**src/rtl/cla_pipe_addsub.sv**
```systemverilog
// Two-stage pipelined add/sub built from 4-bit carry-lookahead groups; latency 2, one op per cycle.
// Valid/ready on both sides; stalls propagate back when the output is held. Optional ovf under CLA_OVF_EN.
module cla_pipe_addsub #(
    parameter int WIDTH = 32
) (
    input  logic             clk,
    input  logic             reset,
    input  logic             in_valid,
    output logic             in_ready,
    input  logic [WIDTH-1:0] a,
    input  logic [WIDTH-1:0] b,
    input  logic             cin,
    input  logic             sub,
    output logic             out_valid,
    input  logic             out_ready,
    output logic [WIDTH-1:0] s,
    output logic             co
`ifdef CLA_OVF_EN
    ,
    output logic             ovf
`endif
);

    localparam int NG = WIDTH / 4;

    logic             s1_valid;
    logic [WIDTH-1:0] a1;
    logic [WIDTH-1:0] b1;
    logic             c01;
    logic             s2_adv;
    logic             s1_adv;

    assign s2_adv   = !out_valid || out_ready;
    assign s1_adv   = !s1_valid || s2_adv;
    assign in_ready = s1_adv && !reset;

    // Subtraction is folded into S1 as a + ~b + 1, so cin is dropped for sub.
    always_ff @(posedge clk) begin
        if (reset) begin
            s1_valid <= 1'b0;
            a1       <= '0;
            b1       <= '0;
            c01      <= 1'b0;
        end else if (s1_adv) begin
            s1_valid <= in_valid;
            if (in_valid) begin
                a1  <= a;
                b1  <= sub ? ~b : b;
                c01 <= sub | cin;
            end
        end
    end

    logic [WIDTH-1:0] g;
    logic [WIDTH-1:0] p;
    logic [NG-1:0]    gg;
    logic [NG-1:0]    gp;
    logic [NG:0]      gc;
    logic [WIDTH:0]   c;
    logic [WIDTH-1:0] sum;
    logic             acc;
    logic             pr;

    assign g = a1 & b1;
    assign p = a1 ^ b1;

    always_comb begin
        gg = '0;
        gp = '0;
        for (int k = 0; k < NG; k++) begin
            gp[k] = &p[4*k +: 4];
            gg[k] = g[4*k+3]
                  | (p[4*k+3] & g[4*k+2])
                  | (p[4*k+3] & p[4*k+2] & g[4*k+1])
                  | (p[4*k+3] & p[4*k+2] & p[4*k+1] & g[4*k]);
        end
    end

    // Each group carry-in is a flat sum-of-products over all lower groups' G/P.
    always_comb begin
        gc    = '0;
        acc   = 1'b0;
        pr    = 1'b1;
        gc[0] = c01;
        for (int k = 1; k <= NG; k++) begin
            acc = 1'b0;
            pr  = 1'b1;
            for (int j = k - 1; j >= 0; j--) begin
                acc = acc | (gg[j] & pr);
                pr  = pr & gp[j];
            end
            gc[k] = acc | (pr & c01);
        end
    end

    always_comb begin
        c = '0;
        for (int k = 0; k < NG; k++) begin
            c[4*k]   = gc[k];
            c[4*k+1] = g[4*k] | (p[4*k] & gc[k]);
            c[4*k+2] = g[4*k+1] | (p[4*k+1] & g[4*k]) | (p[4*k+1] & p[4*k] & gc[k]);
            c[4*k+3] = g[4*k+2] | (p[4*k+2] & g[4*k+1]) | (p[4*k+2] & p[4*k+1] & g[4*k])
                     | (p[4*k+2] & p[4*k+1] & p[4*k] & gc[k]);
        end
        c[WIDTH] = gc[NG];
    end

    assign sum = p ^ c[WIDTH-1:0];

    always_ff @(posedge clk) begin
        if (reset) begin
            out_valid <= 1'b0;
            s         <= '0;
            co        <= 1'b0;
`ifdef CLA_OVF_EN
            ovf       <= 1'b0;
`endif
        end else if (s2_adv) begin
            out_valid <= s1_valid;
            s         <= sum;
            co        <= c[WIDTH];
`ifdef CLA_OVF_EN
            ovf       <= c[WIDTH] ^ c[WIDTH-1];
`endif
        end
    end

endmodule

```
**config.mk**
```make
export PLATFORM = sky130hd
export DESIGN_NAME = cla_pipe_addsub
export DESIGN_NICKNAME = d
export VERILOG_FILES = /design/src/rtl/cla_pipe_addsub.sv
export SDC_FILE = /design/constraint.sdc
export NUM_CORES = 1
export LEC_CHECK = 0
export ABC_AREA = 1
export CAP_MARGIN = 20
export CORE_MARGIN = 1.5
export CORE_UTILIZATION = 52
export CTS_CLUSTER_DIAMETER = 60
export DETAILED_ROUTE_END_ITERATION = 12
export GPL_TIMING_DRIVEN = 0
export MAX_ROUTING_LAYER = met4
export PLACE_DENSITY = 0.8
export SLEW_MARGIN = 20
export SYNTH_ARGS = -nofsm -noshare
export SYNTH_HDL_FRONTEND = slang
export SYNTH_SLANG_ARGS = --single-unit
```
**constraint.sdc**
```tcl
create_clock -name clk -period 2.49 [get_ports clk]
set_clock_uncertainty 0.15 [all_clocks]
set_input_delay 0.498 -clock clk [delete_from_list [all_inputs] [get_ports clk]]
set_output_delay 0.498 -clock clk [all_outputs]
set_load 0.01 [all_outputs]
```
==> reports/metrics.csv <==
stage,metric,value,unit
floorplanning,fp.dieW,105,microns
detailed_routing,routed_via_density,5.31,
worst_setup_path,arrival,2.48,ns
floorplanning,io_pins,105,
synth,yosys_warnings,0,
synth,syn_area,5390,sq um
place,dpl.hpwl,10800,microns
synth,yosysUniqueCellTypes,31,
worst_setup_path,setup.worst_path.end_class,register,
synth,syn_nets,826,
power_and_ir_drop,powerDensity,573,nW/um^2
power_and_ir_drop,internal_power,2760,uW
sta,timing.final.crit_share,0.960,
floorplanning,die_h,105,microns
synth,synthTopCellsByArea,"dfxtp_1, o21ai_0, ha_1",
sta,max_freq,418,MHz
power_and_ir_drop,p_sw,1220,uW
status,status,"finished, final reports clean",
detailed_routing,ant_nets,0,
worst_setup_path,reg2reg_depth,10,
run,cap_viol_max_count,0,
detailed_routing,vias,5145,
worst_setup_path,start_kind,register,
clocking,hold_buffers,0,
detailed_routing,drt_iter0_markers,207,
grt,antenna_found_initial,0,
clocking,cts_tree,built,
grt,grt_pass1_wl,23700,microns
synth,synthCells,716,
place,place_area,6590,sq um
synth,syn_avg_cell_area,7.53,sq um
worst_hold_path,hp-start,reset,
synth,async_reset_ff_frac,0,
power_and_ir_drop,p_clk_frac,0.271,
grt,grt_pass1_vias,5065,
worst_setup_path,critPathMaxFanout,4,
grt,grt_max_degree,17,
sta,finalSetupViolCount,0,
synth,yosys_most_used_dff,dfxtp_1,
floorplanning,start_util,0.544,
clocking,cts.clk_slew.worst_paths,0.10,ns
place,place_congestion,0.971,
synth,ys_seq_area_frac,0.371,
power_and_ir_drop,power,3970,uW
worst_hold_path,min_to,s1_valid$_SDFFE_PP0N_,
power_and_ir_drop,irDropWorstVdd,0.385,mV
floorplanning,die-area,11000,sq um
power_and_ir_drop,p_seq_frac,0.469,
worst_hold_path,holdCritPathClass,in -> reg,
place,io_buffers,103,
clocking,clockBufferDepth,2,
clocking,cts-buffers-inserted,9,
synth,ys_ff_latch,100,
detailed_routing,detail_route.wl_per_cell,15.0,microns
sta,worst_pin_slew,0.652,ns
sta,fin_crit,2.39,ns
detailed_routing,drc,0,
detailed_routing,drtPass1Iterations,5,
worst_setup_path,r2r_start,a1[7]$_SDFFE_PP0P_,
worst_setup_path,worst-setup-path-type,reg -> reg,
worst_setup_path,r2r_slack,0.1,ns
synth,yosys.area.top_type,dfxtp_1,
sta,relSlewSlack,0.566,
sta,final_max_slew_viol_count,0,
cells_and_area,utilization,0.699,
synth,synth_edf_count,0,
floorplanning,num_rows,36,
cells_and_area,stdcell_area,6930,sq um
clocking,cts_sinks,100,
cells_and_area,n_antenna_cell,0,
grt,track_usage,0.277,
detailed_routing,drt-total-wl,14500,microns
clocking,clock_latency,0.37,ns
cells_and_area,area_growth,28.5,%
synth,yosysTopAreaCellShare,0.371,
clocking,root_buffer,clkbuf_8,
worst_setup_path,critPathRequiredTime,2.57,ns
worst_setup_path,r2r_end,s[17]$_SDFFE_PP0P_,
floorplanning,core_region_area,9910,sq um
worst_hold_path,hold_depth,2,
cells_and_area,layout.nets,941,
power_and_ir_drop,pwr-share-comb,0.259,
power_and_ir_drop,p_leak,0.00317,uW
grt,overflow,0,
cells_and_area,drive_gt1_frac,0.0993,
synth,yosysMostFrequentCell,dfxtp_1,
synth,ys_top_cells_by_count,"dfxtp_1, nor2_1, nand2_1, o21ai_0, inv_1",
sta,finalHoldViolCount,0,
power_and_ir_drop,switching_share,0.306,
clocking,ctsHtreeMaxLevel,3,
## worst max path at each step
stage | from | endpoint | slack (ns) | cells after the start
final | a1[7]$_SDFFE_PP0P_ | s[17]$_SDFFE_PP0P_ | 0.1 | 10
after global routing | a1[6]$_SDFFE_PP0P_ | s[17]$_SDFFE_PP0P_ | -0.01 | 10
after CTS | a1[1]$_SDFFE_PP0P_ | s[17]$_SDFFE_PP0P_ | 0.008 | 12
after detailed placement | reset | in_ready | -0.50 | 6
after global placement | reset | in_ready | -0.46 | 6
after floorplan | a1[18]$_SDFFE_PP0P_ | s[24]$_SDFFE_PP0P_ | 0.36 | 11
## stage by stage
| stage | TNS (ns) | std cells | setup slack (ns) | hold slack (ns) |
|---|---|---|---|---|
| floorplan | 0 | 716 | 0.362 | 0.291 |
| CTS | 0 | 969 | 0.00802 | 0.335 |
| global route | -0.0164 | 969 | -0.0114 | 0.346 |
| finish | 0 | 969 | 0.0986 | 0.325 |
| global placement | -1.94 | 952 | -0.460 | 0.304 |
| detailed placement | -2.59 | 952 | -0.495 | 0.312 |
## worst max-delay path, stage by stage (launching register included)
cell,delay [ns]
dfxtp_1,0.32
ha_1,0.34
nand2_1,0.10
nor2_1,0.07
nand2_1,0.11
clkinv_1,0.14
nor2_4,0.20
o21ai_2,0.10
fa_1,0.42
xnor2_2,0.21
a21oi_1,0.09
## cell usage in the layout, fill, tap and decap left out, types with 3 or more instances in the layout
| master | n |
|---|---|
| fa_1 | 8 |
| nor2_1 | 91 |
| o21ai_1 | 10 |
| o21bai_1 | 6 |
| ha_2 | 3 |
| nand3_1 | 32 |
| clkbuf_1 | 23 |
| o21ai_0 | 86 |
| nand3_2 | 4 |
| nor2_2 | 3 |
| xnor2_1 | 38 |
| and3_1 | 4 |
| clkdlybuf4s50_1 | 101 |
| ha_1 | 24 |
| clkinv_1 | 3 |
| clkbuf_8 | 10 |
| inv_2 | 4 |
| buf_2 | 11 |
| nor2_4 | 7 |
| xor2_1 | 5 |
| nand2_1 | 86 |
| inv_1 | 69 |
| a21oi_1 | 57 |
| ha_4 | 5 |
| dfxtp_1 | 100 |
| nand2_2 | 20 |
## routing by layer
metal	part of all wire	wire, microns	vias to the layer above	track usage
met1	0.42	6090	2386	0.329
met4	0.029	426	0	0.113
met2	0.49	7150	173	0.472
met3	0.059	851	40	0.0374
met5	0	0	-	-
li1	-	-	2546	-
## kinds of logic (layout without fill, tap and decap cells)
group	after synthesis	in the layout	synth area share
XOR/XNOR	44	44	0.0715
AND/OR/NAND/NOR	251	251	0.208
adder cells (fa/ha/maj)	40	40	0.104
buffers and inverters	111	231	0.0798
flip-flops	100	100	0.371
AO/OA/AOI/OAI	170	170	0.166
## area by class of cell
class | instances | area [sq um]
multi-input combinational | 505 | 3080
fill | 857 | 2980
sequential | 100 | 2000
timing repair buffer | 105 | 1050
inverter | 77 | 293
tap | 133 | 166
clock buffer | 11 | 141
buffer | 33 | 138
clock inverter | 5 | 60.1
## power groups by stage
stage | Combinational (uW) | Sequential (uW) | Clock [uW]
floorplan | 555 | 1900 | 0
global placement | 952 | 1890 | 0
detailed placement | 985 | 1890 | 0
CTS | 996 | 1850 | 1070
global route | 1140 | 1880 | 1150
finish | 1030 | 1860 | 1080
## sequential cells by signal (all words and copies together) (netlist names)
| name | cells |
|---|---|
| a1 | 32 |
| out_valid | 1 |
| s | 32 |
| c01 | 1 |
| s1_valid | 1 |
| b1 | 32 |
| co | 1 |
## what timing repair did
action | in CTS | in global routing
setup buffers | 2 | 0
gates resized for setup | 1 | 25
cloned | 0 | 0
setup endpoints to repair | 1 | 13
pin swaps | 1 | 0
No activity file was read; power rests on OpenSTA's default activity.
